--- config.mk ---
export PLATFORM = sky130hd
export DESIGN_NAME = lut_cfg_loader_flat
export DESIGN_NICKNAME = d
export VERILOG_FILES = /design/src/rtl/lut_cfg_loader_if.sv /design/src/rtl/lut_cfg_loader.sv /design/src/flat_wrapper.sv
export SDC_FILE = /design/constraint.sdc
export NUM_CORES = 1
export LEC_CHECK = 0
export ABC_AREA = 0
export CORE_AREA = 5 5 102 104
export DETAILED_ROUTE_END_ITERATION = 8
export DIE_AREA = 0 0 107 109
export SYNTH_ARGS = -nofsm -noshare
export SYNTH_HDL_FRONTEND = slang
export SYNTH_SLANG_ARGS = --single-unit
--- constraint.sdc ---
create_clock -name config_clk -period 2.9 [get_ports config_clk]
set_input_delay 0.435 -clock config_clk [delete_from_list [all_inputs] [get_ports config_clk]]
set_output_delay 0.435 -clock config_clk [all_outputs]
set_load 0.01 [all_outputs]
--- src/rtl/lut_cfg_loader_if.sv ---
// Word stream into the LUT configuration loader: the producer drives data/valid,
// the loader answers with ready.
interface lut_cfg_loader_if #(
  parameter int WORD_WIDTH = 32
);
  logic [WORD_WIDTH-1:0] word_data;
  logic                  word_valid;
  logic                  word_ready;

  modport master (output word_data, output word_valid, input word_ready);
  modport slave  (input word_data, input word_valid, output word_ready);
endinterface

--- src/rtl/lut_cfg_loader.sv ---
// Serialises configuration words onto the LUT configuration chain, LSB first.
// Defining CFG_READBACK_EN adds capture of the chain tail into readback words.
module lut_cfg_loader #(
  parameter int CONFIG_WIDTH = 1,
  parameter int WORD_WIDTH   = 32,
  parameter int CHAIN_BITS   = 16
) (
  input  logic                    config_clk,
  input  logic                    rst_n,
  input  logic                    start_i,
  lut_cfg_loader_if.slave         word_if,
  output logic                    config_en_o,
  output logic [CONFIG_WIDTH-1:0] config_out_o,
  output logic                    busy_o,
  output logic                    done_o
`ifdef CFG_READBACK_EN
  ,
  input  logic [CONFIG_WIDTH-1:0] chain_tail_i,
  output logic [WORD_WIDTH-1:0]   rb_word_o,
  output logic                    rb_valid_o
`endif
);

  localparam int CNT_MAX = (CHAIN_BITS > WORD_WIDTH) ? CHAIN_BITS : WORD_WIDTH;
  localparam int CNT_W   = $clog2(CNT_MAX + 1);
  localparam logic [CNT_W-1:0] CW_C = CNT_W'(CONFIG_WIDTH);
  localparam logic [CNT_W-1:0] WW_C = CNT_W'(WORD_WIDTH);
  localparam logic [CNT_W-1:0] CB_C = CNT_W'(CHAIN_BITS);

  typedef enum logic [1:0] {
    ST_IDLE  = 2'd0,
    ST_FETCH = 2'd1,
    ST_SHIFT = 2'd2,
    ST_DONE  = 2'd3
  } state_e;

  state_e                  state_q, state_d;
  logic [WORD_WIDTH-1:0]   shreg_q, shreg_d;
  logic [CNT_W-1:0]        word_left_q, word_left_d;
  logic [CNT_W-1:0]        remaining_q, remaining_d;
  logic                    config_en_q, config_en_d;
  logic [CONFIG_WIDTH-1:0] config_out_q, config_out_d;
  logic                    word_ready_q, word_ready_d;
  logic                    busy_q, busy_d;
  logic                    done_q, done_d;
  logic                    accept_s;

  function automatic logic [CNT_W-1:0] min_len(input logic [CNT_W-1:0] rem);
    return (rem < WW_C) ? rem : WW_C;
  endfunction

  always_comb begin
    state_d      = state_q;
    shreg_d      = shreg_q;
    word_left_d  = word_left_q;
    remaining_d  = remaining_q;
    accept_s     = word_ready_q && word_if.word_valid;
    case (state_q)
      ST_IDLE: begin
        if (start_i) begin
          state_d     = ST_FETCH;
          remaining_d = CB_C;
        end else begin
          state_d = ST_IDLE;
        end
      end
      ST_FETCH: begin
        if (accept_s) begin
          shreg_d     = word_if.word_data;
          word_left_d = min_len(remaining_q);
          state_d     = ST_SHIFT;
        end else begin
          state_d = ST_FETCH;
        end
      end
      ST_SHIFT: begin
        remaining_d = remaining_q - CW_C;
        if (remaining_q == CW_C) begin
          state_d     = ST_DONE;
          word_left_d = {CNT_W{1'b0}};
        end else if (word_left_q == CW_C) begin
          // Current word exhausted: a prefetched word keeps the chain moving without a bubble.
          if (accept_s) begin
            shreg_d     = word_if.word_data;
            word_left_d = min_len(remaining_q - CW_C);
          end else begin
            state_d     = ST_FETCH;
            word_left_d = {CNT_W{1'b0}};
          end
        end else begin
          shreg_d     = shreg_q >> CONFIG_WIDTH;
          word_left_d = word_left_q - CW_C;
        end
      end
      ST_DONE: begin
        state_d = ST_IDLE;
      end
      default: begin
        state_d = ST_IDLE;
      end
    endcase

    config_en_d  = (state_d == ST_SHIFT);
    config_out_d = config_en_d ? shreg_d[CONFIG_WIDTH-1:0] : {CONFIG_WIDTH{1'b0}};
    word_ready_d = (state_d == ST_FETCH) ||
                   ((state_d == ST_SHIFT) && (word_left_d == CW_C) && (remaining_d > CW_C));
    busy_d       = (state_d != ST_IDLE);
    done_d       = (state_d == ST_DONE);
  end

  always_ff @(posedge config_clk) begin
    if (!rst_n) begin
      state_q      <= ST_IDLE;
      shreg_q      <= {WORD_WIDTH{1'b0}};
      word_left_q  <= {CNT_W{1'b0}};
      remaining_q  <= {CNT_W{1'b0}};
      config_en_q  <= 1'b0;
      config_out_q <= {CONFIG_WIDTH{1'b0}};
      word_ready_q <= 1'b0;
      busy_q       <= 1'b0;
      done_q       <= 1'b0;
    end else begin
      state_q      <= state_d;
      shreg_q      <= shreg_d;
      word_left_q  <= word_left_d;
      remaining_q  <= remaining_d;
      config_en_q  <= config_en_d;
      config_out_q <= config_out_d;
      word_ready_q <= word_ready_d;
      busy_q       <= busy_d;
      done_q       <= done_d;
    end
  end

  assign word_if.word_ready = word_ready_q;
  assign config_en_o        = config_en_q;
  assign config_out_o       = config_out_q;
  assign busy_o             = busy_q;
  assign done_o             = done_q;

`ifdef CFG_READBACK_EN
  localparam int RB_W = $clog2(WORD_WIDTH + 1);

  logic [WORD_WIDTH-1:0] rb_acc_q, rb_acc_d;
  logic [RB_W-1:0]       rb_cnt_q, rb_cnt_d;
  logic [WORD_WIDTH-1:0] rb_word_q, rb_word_d;
  logic                  rb_valid_q, rb_valid_d;
  logic [WORD_WIDTH-1:0] rb_merge_s;
  logic                  rb_emit_s;

  // config_en_q is high exactly in SHIFT, so remaining_q marks the final shift here.
  always_comb begin
    rb_acc_d   = rb_acc_q;
    rb_cnt_d   = rb_cnt_q;
    rb_word_d  = rb_word_q;
    rb_valid_d = 1'b0;
    rb_merge_s = rb_acc_q | (WORD_WIDTH'(chain_tail_i) << rb_cnt_q);
    rb_emit_s  = ((rb_cnt_q + RB_W'(CONFIG_WIDTH)) == RB_W'(WORD_WIDTH)) || (remaining_q == CW_C);
    if (config_en_q) begin
      if (rb_emit_s) begin
        rb_word_d  = rb_merge_s;
        rb_valid_d = 1'b1;
        rb_acc_d   = {WORD_WIDTH{1'b0}};
        rb_cnt_d   = {RB_W{1'b0}};
      end else begin
        rb_acc_d = rb_merge_s;
        rb_cnt_d = rb_cnt_q + RB_W'(CONFIG_WIDTH);
      end
    end else begin
      rb_valid_d = 1'b0;
    end
  end

  always_ff @(posedge config_clk) begin
    if (!rst_n) begin
      rb_acc_q   <= {WORD_WIDTH{1'b0}};
      rb_cnt_q   <= {RB_W{1'b0}};
      rb_word_q  <= {WORD_WIDTH{1'b0}};
      rb_valid_q <= 1'b0;
    end else begin
      rb_acc_q   <= rb_acc_d;
      rb_cnt_q   <= rb_cnt_d;
      rb_word_q  <= rb_word_d;
      rb_valid_q <= rb_valid_d;
    end
  end

  assign rb_word_o  = rb_word_q;
  assign rb_valid_o = rb_valid_q;
`endif

endmodule

--- src/flat_wrapper.sv ---
// flat-port wrapper written by rule: the top's interface ports become plain ports
module lut_cfg_loader_flat 
#(
  parameter int CONFIG_WIDTH = 1,
  parameter int WORD_WIDTH   = 32,
  parameter int CHAIN_BITS   = 16
)
  (config_clk, rst_n, start_i, config_en_o, config_out_o, busy_o, done_o, word_if_word_data, word_if_word_valid, word_if_word_ready);
  lut_cfg_loader_if #(.WORD_WIDTH(WORD_WIDTH)) word_if_i ();
  input  logic config_clk;
  input  logic rst_n;
  input  logic start_i;
  output logic config_en_o;
  output logic [CONFIG_WIDTH-1:0] config_out_o;
  output logic busy_o;
  output logic done_o;
  input wire logic [$bits(word_if_i.word_data)-1:0] word_if_word_data;
  input wire logic [$bits(word_if_i.word_valid)-1:0] word_if_word_valid;
  output wire logic [$bits(word_if_i.word_ready)-1:0] word_if_word_ready;
  assign word_if_i.word_data = word_if_word_data;
  assign word_if_i.word_valid = word_if_word_valid;
  assign word_if_word_ready = word_if_i.word_ready;
  lut_cfg_loader #(.CONFIG_WIDTH(CONFIG_WIDTH), .WORD_WIDTH(WORD_WIDTH), .CHAIN_BITS(CHAIN_BITS)) u_core (.config_clk(config_clk), .rst_n(rst_n), .start_i(start_i), .word_if(word_if_i), .config_en_o(config_en_o), .config_out_o(config_out_o), .busy_o(busy_o), .done_o(done_o));
endmodule
Word level (Yosys, flattened, before mapping)

Cells that the tools add are included.
Widths: inputs -> output; s select.

Add/subtract/negate cells: 2
$lt $le $gt $ge: 3
Eq/ne operators: 10
Mux-type cells: 19
Reduce and logical (&&, ||, !) cells: 9

Operator list:

| operator            | number |
|---|---|
| $mux 32             | 3 |
| $pmux 32 s2         | 1 |
| $mux 6              | 7 |
| $pmux 6 s2          | 2 |
| $eq 6x1->1 const B  | 3 |
| $lt 6x6->1 const B  | 2 |
| $sub 6x1->6 const B | 2 |
| $eq 2x2->1 const B  | 4 |
| $mux 2              | 4 |
| $pmux 2 s4          | 1 |
| $gt 6x1->1 const B  | 1 |
| $eq 2x1->1 const B  | 2 |
| $reduce_and 2->1    | 2 |
| $reduce_bool 2->1   | 2 |
| $logic_and 1x1->1   | 3 |
| $logic_not 2->1     | 1 |
| $ne 2x2->1 const B  | 1 |
| $logic_or 1x1->1    | 1 |
| $mux 1              | 1 |

Register bits after elaboration: 51
Bits of input ports: 36
Output and inout bits: 5
Logic and storage cells: 53

Logic depth before layout (Yosys ltp)

Depth after elaboration: 11
Depth in mapped cells: 10
Mapped depth without buffers: 9

Least setup slack after synthesis

OpenSTA, ideal clock, no wires.

Path type: flip-flop to flip-flop
Start point: register u_core.state_q[1]
End point: register u_core.word_ready_q (netlist: u_core.word_if.word_ready)
Setup time: 0.096 ns
Arrival: 2.296 ns
Required time: 2.804 ns
Slack: 0.509 ns
Stages on the path, launching flop included: 10
Buffers on the path: 1
Clock period less this slack: 2.391 ns
Cells stage by stage: dfxtp_1 > inv_1 > ha_1 > clkbuf_1 > o21ai_0 > a32o_1 > a21oi_1 > o31ai_1 > or4b_4 > o41ai_2

Longest elaborated chain between the ends: 8
Elaborated cells between the ends (all ways): 17
Those cells by class: 1 x order compare; 6 x eq/ne; 6 x mux; 4 x reduce/logical

RTL lines:

| what                                                               | line                  | text |
|---|---|---|
| from (decl)                                                        | lut_cfg_loader.sv:37  | `state_e state_q, state_d;` |
| from (signal assigned)                                             | lut_cfg_loader.sv:123 | `state_q <= state_d;` |
| parallel branches: the longest is 7 deep, another holds $gt 6x1->1 | -                     |  |
| $logic_or 1x1->1 (*)                                               | lut_cfg_loader.sv:105 | `word_ready_d = (state_d == ST_FETCH) \|\|` |
| to (signal assigned)                                               | lut_cfg_loader.sv:129 | `word_ready_q <= word_ready_d;` |
| to (decl)                                                          | lut_cfg_loader.sv:43  | `logic word_ready_q, word_ready_d;` |

Mark *: on every way between the ends.
A chain may end at the register's enable or synchronous reset.

Worst setup path in the final report

Start point: register u_core.remaining_q[1]
End point: register u_core.word_ready_q (netlist: u_core.word_if.word_ready)

Longest elaborated chain between the ends: 11
Elaborated cells between the ends (all ways): 22
Those cells by class: 1 x add/sub; 3 x order compare; 4 x eq/ne; 11 x mux; 3 x reduce/logical

RTL lines:

| what                            | line                                       | text |
|---|---|---|
| from (decl)                     | lut_cfg_loader.sv:40                       | `logic [CNT_W-1:0] remaining_q, remaining_d;` |
| from (signal assigned)          | lut_cfg_loader.sv:116                      | `remaining_q <= {CNT_W{1'b0}};` |
| from (signal assigned)          | lut_cfg_loader.sv:126                      | `remaining_q <= remaining_d;` |
| $sub 6x1->6                     | lut_cfg_loader.sv:77, lut_cfg_loader.sv:85 |  |
| $lt 6x6->1                      | lut_cfg_loader.sv:49                       | `return (rem < WW_C) ? rem : WW_C;` |
| $mux 6                          | lut_cfg_loader.sv:49                       |  |
| $mux 6                          | lut_cfg_loader.sv:83                       | `if (accept_s) begin` |
| $mux 6                          | lut_cfg_loader.sv:81                       | `end else if (word_left_q == CW_C) begin` |
| $mux 6                          | lut_cfg_loader.sv:78                       | `if (remaining_q == CW_C) begin` |
| $pmux 6 s2                      | lut_cfg_loader.sv:58                       | `case (state_q)` |
| $eq 6x1->1                      | lut_cfg_loader.sv:106                      | `((state_d == ST_SHIFT) && (word_left_d == CW_C) && (remaining_d > CW_C));` |
| $logic_and 1x1->1 (2 in series) | lut_cfg_loader.sv:106                      |  |
| $logic_or 1x1->1 (*)            | lut_cfg_loader.sv:105                      |  |

Mark *: on every way between the ends. The rest lies on a longest branch, timed or not.

==> impl_metrics.csv <==
group,metric,value,unit
worst_setup_path,end_kind,"flip-flop",
synth,yosys.area_share.simple,0.2291,
synth,ys_ff_latch,51,
floorplanning,die_h,109,µm
synth,ys_seq_area_frac,0.3314,
clocking,clock-root-buffer,"clkbuf_8",
finish,drive_gt1_frac,0.08313,
timing,slew_headroom,0.6353,
timing,period_share,0.9107,
power,ir_worst_vdd,0.0001857,V
timing,period_minus_slack,2.641,ns
job,max_cap_viol_count,0,
synth,yosys-top-cells-count,"51 x dfxtp_1, 42 x o21ai_0, 41 x nand2_1",
floorplanning,die_w,107,µm
route,routedWlPerCell,15.02,µm
finish,antennaDiodeCount,0,
synth,synth_compound_area_frac,0.2396,
floorplanning,fp.coreArea,9459,µm²
power,leakage,1.210,nW
timing,holdWs,0.5487,ns
clocking,cts_tree,"yes",
worst_setup_path,critical_path_class,"reg -> reg",
min_path,min_path_type,"reg -> reg",
status,status,"completed",
finish,multi_input_area,1914,µm²
synth,synth_fp_nets,421,
worst_setup_path,critPathArrivalTime,2.86,ns
synth,yosysMostFrequentCell,"dfxtp_1",
finish,num-fill-cells,1007,
timing,finClkSkew,0.01792,ns
timing,tns,0,ns
clocking,cts_setup_buffers,0,
synth,synth_top_family_by_area,"compound AO/OA/AOI/OAI gates",
timing,drv_slew,0,
clocking,clock_sink_count,51,
route,drt_iter0_drc,210,
synth,ys_warn_count,0,
timing,setup_viol,0,
synth,synth-main-ff-cell,"dfxtp_1",
synth,synth_edf_count,0,
finish,nNetsFinal,451,
clocking,cts.hold.buffers_added,0,
floorplanning,rows,36,
synth,synth_area,3080,µm²
place,place_hpwl,5364,µm
synth,yosys-top-cells-area,"dfxtp_1 33%, mux2i_1 11%, a22oi_1 8.3%",
synth,postSynthAreaPerCell,8.149,µm²
route,firstDrtPassIters,5,
finish,regArea,1021,µm²
clocking,clock_path_buffers,2,
synth,synth_xor_area_frac,0.008530,
route,drt-total-wl,7858,µm
route,ant_nets,0,
floorplanning,initial_utilization,0.3257,
global_routing,grt_overflow_total,0,
global_routing,grt_usage,0.1414,
worst_setup_path,cp.required,3.12,ns
synth,ys_types,50,
synth,synthMuxAreaShare,0.1145,
worst_setup_path,cp-start-kind,"flip-flop",
floorplanning,top_level_ports,41,
clocking,ctsHtreeMaxLevel,2,
synth,postSynthCellCount,378,
timing,max_freq,378.6,MHz
route,drc,0,
synth,async_reset_ff_frac,0,
timing,tightestPinTransition,0.5470,ns
synth,yosys.area.top_type,"dfxtp_1",
global_routing,grt_pass1_wl,13610,µm
worst_setup_path,crit_fanout,10,
finish,area_growth,20.11,%
timing,finalHoldViolations,0,
power,power_density,375.5,nW/µm²
route,vias,2850,
clocking,worstSkewPairLatency,0.32,ns
synth,synth_fa_ha_area_frac,0.02843,
power,power.total,0.001389,W
clocking,cts.repair.resized,0,
global_routing,antenna_found_initial,0,
route,routed_via_density,5.449,
clocking,clk_pin_slew_worst_paths,0.10,ns
timing,rsz0062_at_grt,"no",
place,place.gp.congestion,0.9156,
floorplanning,dieArea,11660,µm²
global_routing,grt_max_degree,47,
place,io_buffer_count,40,
synth,yosysTopAreaCellShare,0.3314,
clocking,cts_buffers,5,
global_routing,first_global_vias,2776,
-- worst max-delay path, stage by stage, from the launching register on --
cell and delay, ns:
dfxtp_1 0.39, inv_1 0.11, ha_1 0.15, or4b_4 0.48
o21ai_4 0.27, or2_2 0.19, o21ai_0 0.09, a21oi_1 0.19
or4b_4 0.49, o41ai_2 0.19
-- placed cells by master (no fill, tap or decap), types with 2 or more instances in the layout --
cell type / synthesis / final
a21oi_1: 9 / 9
dfxtp_1: 51 / 51
clkbuf_8: 0 / 5
ha_1: 7 / 7
o31a_1: 2 / 2
a211o_1: 2 / 2
nor2_1: 14 / 13
o41ai_1: 2 / 2
clkdlybuf4s50_1: 0 / 40
nor2b_1: 37 / 37
a21o_1: 2 / 2
o21ai_0: 42 / 42
nor3_1: 4 / 4
nand2_1: 41 / 41
or4b_4: 2 / 2
inv_1: 11 / 11
and2_1: 9 / 8
clkinv_4: 0 / 2
o31ai_1: 3 / 3
a31oi_1: 2 / 2
nand3_1: 5 / 5
a22oi_1: 34 / 34
or3_1: 2 / 2
mux2i_1: 33 / 33
nand2b_1: 5 / 5
or2_2: 3 / 3
mux2_2: 2 / 2
xnor2_1: 3 / 3
nor2_2: 2 / 3
buf_4: 0 / 11
-- cell type report --
cell class                 instances  share of cell area
multi-input combinational        288              0.5174
sequential                        51              0.2760
timing repair buffer              51              0.1305
tap                              114             0.03855
clock buffer                       5             0.01860
inverter                          11             0.01116
clock inverter                     3            0.007778
-- report_power, final --
part           leakage [nW]  total [W]  internal, W  switching, W
logic                 0.748   0.000222     0.000108      0.000114
registers             0.412   0.000717     0.000708    0.00000888
clock network        0.0502   0.000450     0.000180      0.000270
-- sequential cells by signal (all words and copies together) (netlist names) --
signal                     count
u_core.done_o                  1
u_core.config_en_o             1
u_core.word_if.word_ready      1
u_core.remaining_q             6
u_core.shreg_q                32
u_core.busy_o                  1
u_core.word_left_q             6
u_core.config_out_o            1
u_core.state_q                 2
-- final timing paths --
kind / endpoint / start / slack (ns) / cells after the start
worst max-delay path: u_core.word_if.word_ready$_SDFF_PN0_ / u_core.remaining_q[1]$_SDFF_PN0_ / 0.26 / 9
worst min register to register: u_core.shreg_q[31]$_SDFFE_PN0P_ / u_core.shreg_q[31]$_SDFFE_PN0P_ / 0.55 / 1
worst max register to register: u_core.word_if.word_ready$_SDFF_PN0_ / u_core.remaining_q[1]$_SDFF_PN0_ / 0.26 / 9
worst min-delay path: u_core.shreg_q[31]$_SDFFE_PN0P_ / u_core.shreg_q[31]$_SDFFE_PN0P_ / 0.55 / 1
-- layer usage --
metal  global-route usage  part of all wire
met1               0.1878              0.45
met2               0.2392              0.47
met3              0.02546             0.064
met4              0.03379             0.014
met5                    0                 0
-- cell families (layout without fill, tap and decap cells) --
logic type | count (synthesis) | count (layout)
compound gates | 111 | 111
xor+xnor | 3 | 3
fa+ha+maj | 7 | 7
buf+inv | 39 | 70
flops | 51 | 51
mux | 35 | 35
simple gates | 132 | 132
-- metrics by stage --
| stage | cell area (µm²) | std cells | setup slack (ns) | util |
|---|---|---|---|---|
| finish | 3700 | 523 | 0.2589 | 0.3911 |
| global placement | 3602 | 515 | 0.3325 | 0.3808 |
| detailed placement | 3602 | 515 | 0.3027 | 0.3808 |
| floorplan | 3080 | 378 | 0.5088 | - |
| CTS | 3700 | 523 | 0.3008 | 0.3911 |
| global route | 3700 | 523 | 0.1090 | 0.3911 |
Note: power is estimated with default switching activity, not from simulation.
==> patch 1, RTL diff (same flow settings) <==
The 4 states of `state_e` get a one-hot encoding in 4 bits.
--- a/src/rtl/lut_cfg_loader.sv
+++ b/src/rtl/lut_cfg_loader.sv
@@ -29,7 +29,7 @@
 
-  typedef enum logic [1:0] {
-    ST_IDLE  = 2'd0,
-    ST_FETCH = 2'd1,
-    ST_SHIFT = 2'd2,
-    ST_DONE  = 2'd3
+  typedef enum logic [3:0] {
+    ST_IDLE  = 4'b0001,
+    ST_FETCH = 4'b0010,
+    ST_SHIFT = 4'b0100,
+    ST_DONE  = 4'b1000
   } state_e;
Formal check against the unedited RTL: same outputs for any inputs over 10 cycles, from zero or initial values and one cycle with rst_n low; not proved beyond that.
==> patch 1 against the original RTL <==
  * Routed wire length grew 5.5%
  * Count of clock-buffer cells in the layout grew 1
  * Maximum frequency increased by 6.9%
  * Power rose by 3.8%
  * Utilization fell by 0.87 points
  * Largest cell class unchanged
  * Synthesized area is 4.2% lower
  * Cell area down 2.2%
  * Largest power group unchanged
  * Critical endpoint unchanged
  * Setup slack gained 0.17 ns
  * Critical path depth shrank 3
  * Die area is the same
  * Non-clock buffer count is 8 higher
  * Sequential cell count up 1
==> patch 1: results (changes against the original RTL) <==
run status finished clean; Seq cells post-synth 52 (+2.0%); hold-critical path depth 2 (+1); critical hold path startpoint u_core.shreg_q[7]$_SDFFE_PN0P_; worst-skew pair later-pin latency 0.30 ns (-0.02 ns); sequential share of cell area 28.8% (+1.2 points); synth cell count leaders dfxtp_1 (52), o21ai_0 (38), nand2_1 (37), a21oi_1 (36); global placement routability congestion 0.902 (-1.5%); Final HPWL DP 5670 um (+5.7%); fin cells 519 (-0.76%); post-synthesis sequential area ratio 35.3% (+2.1 points); fraction of area in multi-input gates 47.9% (-3.9 points); Layout clock area frac 3.36% (+0.72 points); DR iter-0 viols 241 (+15%); Top Layer Used met4; Setup Skew 0.00443 ns (-0.0135 ns); total track usage 14.2% (+0.014 points); Fillers 1015 (+0.79%); Largest regs u_core.shreg_q: 31 flops, u_core.remaining_q: 6 flops, u_core.word_left_q: 6 flops; Synthesized Nets 411 (-2.4%); P_sw 0.352 mW (-11%); share of the synthesized area in the top cell type 35.3% (+2.1 points); Metal-1 WL 3950 um (+11%); wire length on met2 3810 um (+3.8%); Layout Nets 444 (-1.6%); Routed wire per std cell 16.0 um (+6.3%); leakage power 1.21 nW (-0.10%); DP Area 0.00350 mm^2 (-3.0%); Multi-In Gates 276 (-4.2%); WL met3 478 um (-5.5%); layout cells sized above 1 9.63% (+1.3 points); reg2reg path depth 6 (-3); Netlist cell types 57 (+14%); Clock Power 0.545 mW (+21%); dpl cells 511 (-0.78%); vias in the first global route 2722 (-1.9%); non-clk buf share 15.0% (+2.0 points); Largest stage delay, worst path 0.73 ns (+0.24 ns); CP startpoint u_core.state_q[0]$_SDFF_PN1_; clock buffers 6 (+1); sequential power share 50.6% (-1.0 points); Post-Syn Instances 371 (-1.9%); Synth area leaders dfxtp_1 (35%), o21a_1 (6.9%), o21ai_0 (6.4%); Slew Limit Headroom 63.0% (-0.57 points); GR Layer Usage met2 22.2% (-1.8 points); met1 GRT Util 20.4% (+1.7 points); worst hold endpoint u_core.shreg_q[6]$_SDFFE_PN0P_; Non-CTS buffers 59 (+16%); crit-path max FO 8 (-2); R2R setup slack 0.43 ns (+0.17 ns); IR drop worst, VDD 0.202 mV (+8.9%); inverter count 10 (-1); Vias 2950 (+3.5%); PwrDens 399 mW/mm^2 (+6.2%); slowest stage cell, crit path or4b_1; largest net degree at the start of global routing 34 (-28%)
patch 1: changes by cell type in the layout (fill, tap and decap cells not counted), moves of 8 or more:
cell,unedited run,this run
a21oi_1,9,36
or3_1,2,11
a22oi_1,34,2
o21a_1,1,27
nor2b_1,37,3
o22ai_1,1,22
o221ai_1,0,8
buf_4,11,19
mux2i_1,33,0
patch 1: worst min-delay path: stages (launching register included):
cell     delay (ns)
dfxtp_1        0.33
nand2_1        0.06
a21oi_1        0.05
patch 1: per-stage QoR:
stage | hold slack [ns] | worst slack, ns | power [mW]
finish | 0.469 | 0.429 | 1.44
global route | 0.495 | 0.234 | 1.50
CTS | 0.473 | 0.445 | 1.46
detailed placement | 0.456 | 0.312 | 0.912
global placement | 0.448 | 0.335 | 0.913
floorplan | 0.440 | 0.573 | 0.831
patch 1: kinds of logic after synthesis:
kind of cell / synth area share (%)
compound gates: 36.4
simple gates: 19.3
flops: 35.3
buf+inv: 6.15
xor+xnor: 1.19
fa+ha+maj: 1.70
==> patch 2, RTL diff (config.mk and constraints unchanged) <==
Made on the original files. `WORD_WIDTH` is set to 32 in 3 places; all go to 64.
--- a/src/rtl/lut_cfg_loader_if.sv
+++ b/src/rtl/lut_cfg_loader_if.sv
@@ -3,3 +3,3 @@
 interface lut_cfg_loader_if #(
-  parameter int WORD_WIDTH = 32
+  parameter int WORD_WIDTH = 64
 );
--- a/src/rtl/lut_cfg_loader.sv
+++ b/src/rtl/lut_cfg_loader.sv
@@ -4,3 +4,3 @@
   parameter int CONFIG_WIDTH = 1,
-  parameter int WORD_WIDTH   = 32,
+  parameter int WORD_WIDTH   = 64,
   parameter int CHAIN_BITS   = 16
--- a/src/flat_wrapper.sv
+++ b/src/flat_wrapper.sv
@@ -4,3 +4,3 @@
   parameter int CONFIG_WIDTH = 1,
-  parameter int WORD_WIDTH   = 32,
+  parameter int WORD_WIDTH   = 64,
   parameter int CHAIN_BITS   = 16
Interface: changed (resized word_if_word_data); port bits go from 41 to 73. The function was not compared with the original's and may differ.
==> patch 2 against the original RTL <==
  * Count of clock-buffer cells in the layout rose by 7
  * First-iteration DRC count grew 77%
  * Maximum frequency is 3.0% lower
  * Power is 73% higher
  * Utilization rose by 24 points
  * Cell area is 61% higher
  * Final cell count rose by 52%
  * Synthesized cell count increased by 65%
  * Sequential cell count is 34 higher
  * Synthesized area increased by 59%
  * Setup slack got worse by 0.080 ns
  * Routed wire length grew 61%
  * Critical endpoint unchanged
==> patch 2: results (changes against the original RTL) <==
run status finished clean; layout cells sized above 1 8.05% (-0.26 points); Netlist cell types 59 (+18%); xor/xnor cell area share of the yosys netlist 1.07% (+0.22 points); DP Area 0.00576 mm^2 (+60%); Fillers 861 (-14%); Fin Hold WS 0.489 ns (-0.0598 ns); CTS Buf Count 9 (+4); dpl cells 781 (+52%); crit-path max FO 6 (-4); worst-skew pair later-pin latency 0.37 ns (+0.05 ns); PortBufs 72 (+80%); post-synthesis average cell area 7.82 um^2 (-4.0%); pre-CTS setup slack 0.243 ns (-0.0595 ns); post-synthesis adder-cell area fraction 1.79% (-1.1 points); post-synthesis sequential area ratio 34.8% (+1.7 points); Final HPWL DP 8450 um (+58%); critical hold path startpoint u_core.remaining_q[6]$_SDFF_PN0_; total track usage 22.3% (+8.2 points); Layout Nets 753 (+67%); Slew Limit Headroom 61.4% (-2.1 points); htree depth 3 (+1); compound-cell area share of the yosys netlist 23.9% (-0.058 points); sw frac 28.2% (-0.12 points); vias in the first global route 4508 (+62%); IR drop worst, VDD 0.234 mV (+26%); hold-critical path depth 2 (+1); slowest stage cell, crit path or4_1; Synthesized Nets 700 (+66%); leakage power 1.98 nW (+64%); worst flop-to-flop path startpoint u_core.remaining_q[0]$_SDFF_PN0_; crit path DAT 3.01 ns (+0.15 ns); Largest stage delay, worst path 0.57 ns (+0.08 ns); DR iter-0 viols 372 (+77%); R2R setup slack 0.18 ns (-0.08 ns); multi-input logic area 0.00296 mm^2 (+55%); wire length on met2 5960 um (+62%); global placement routability congestion 0.933 (+1.9%); WL met3 644 um (+27%); Largest regs u_core.shreg_q: 64 flops, u_core.remaining_q: 7 flops, u_core.word_left_q: 7 flops; Vias 4683 (+64%); largest net degree at the start of global routing 64 (+36%); Top Layer Used met4; mux cell area share after synthesis 13.3% (+1.9 points); fin cells 797 (+52%); Setup Skew 0.0106 ns (-0.00729 ns); Routed wire per std cell 15.9 um (+5.5%)
patch 2: worst max-delay path by stage:
stage,startpoint,end,slack (ns),cells after the start
2_1_floorplan,u_core.remaining_q[0]$_SDFF_PN0_,u_core.word_if.word_ready$_SDFF_PN0_,0.34,9
3_3_place_gp,word_if_word_valid,u_core.word_if.word_ready$_SDFF_PN0_,0.26,8
4_1_cts,u_core.remaining_q[0]$_SDFF_PN0_,u_core.word_if.word_ready$_SDFF_PN0_,0.23,9
5_1_grt,u_core.remaining_q[0]$_SDFF_PN0_,u_core.word_if.word_ready$_SDFF_PN0_,0.04,9
3_5_place_dp,word_if_word_valid,u_core.word_if.word_ready$_SDFF_PN0_,0.24,8
6_report,u_core.remaining_q[0]$_SDFF_PN0_,u_core.word_if.word_ready$_SDFF_PN0_,0.18,9
patch 2: power groups by stage:
| stage | sequential (mW) | combinational [mW] | clock (mW) |
|---|---|---|---|
| finish | 1.19 | 0.406 | 0.814 |
| global route | 1.19 | 0.441 | 0.892 |
| CTS | 1.19 | 0.407 | 0.835 |
| detailed placement | 1.21 | 0.405 | 0 |
| global placement | 1.21 | 0.405 | 0 |
| floorplan | 1.21 | 0.227 | 0 |
patch 2: layout make-up:
class | instances | area share (%)
clock inverter | 4 | 0.505
timing repair buffer | 93 | 15.2
tap | 114 | 2.40
clock buffer | 12 | 2.61
multi-input combinational | 475 | 49.8
inverter | 14 | 0.884
sequential | 85 | 28.6
patch 2: metal layers:
layer  vias to the layer above  GRT usage (%)
met5                         -              0
li1                       2337              -
met1                      2208           29.5
met4                         0           7.12
met2                       119           36.6
met3                        19           4.74
patch 2: worst max-delay path: cells and delay by family (launching register included):
kind | cells | cell delay, ns
AND/OR/NAND/NOR | 4 | 1.52
AO/OA/AOI/OAI | 3 | 0.45
flip-flops | 1 | 0.39
adder cells (fa/ha/maj) | 1 | 0.18
buffers and inverters | 1 | 0.10
patch 2: kinds of logic (layout without fill, tap and decap cells):
group                    Yosys count  in the layout
flip-flops                        85             85
multiplexers                      65             65
AO/OA/AOI/OAI                    182            182
AND/OR/NAND/NOR                  215            215
buffers and inverters             65            123
adder cells (fa/ha/maj)            7              7
XOR/XNOR                           6              6
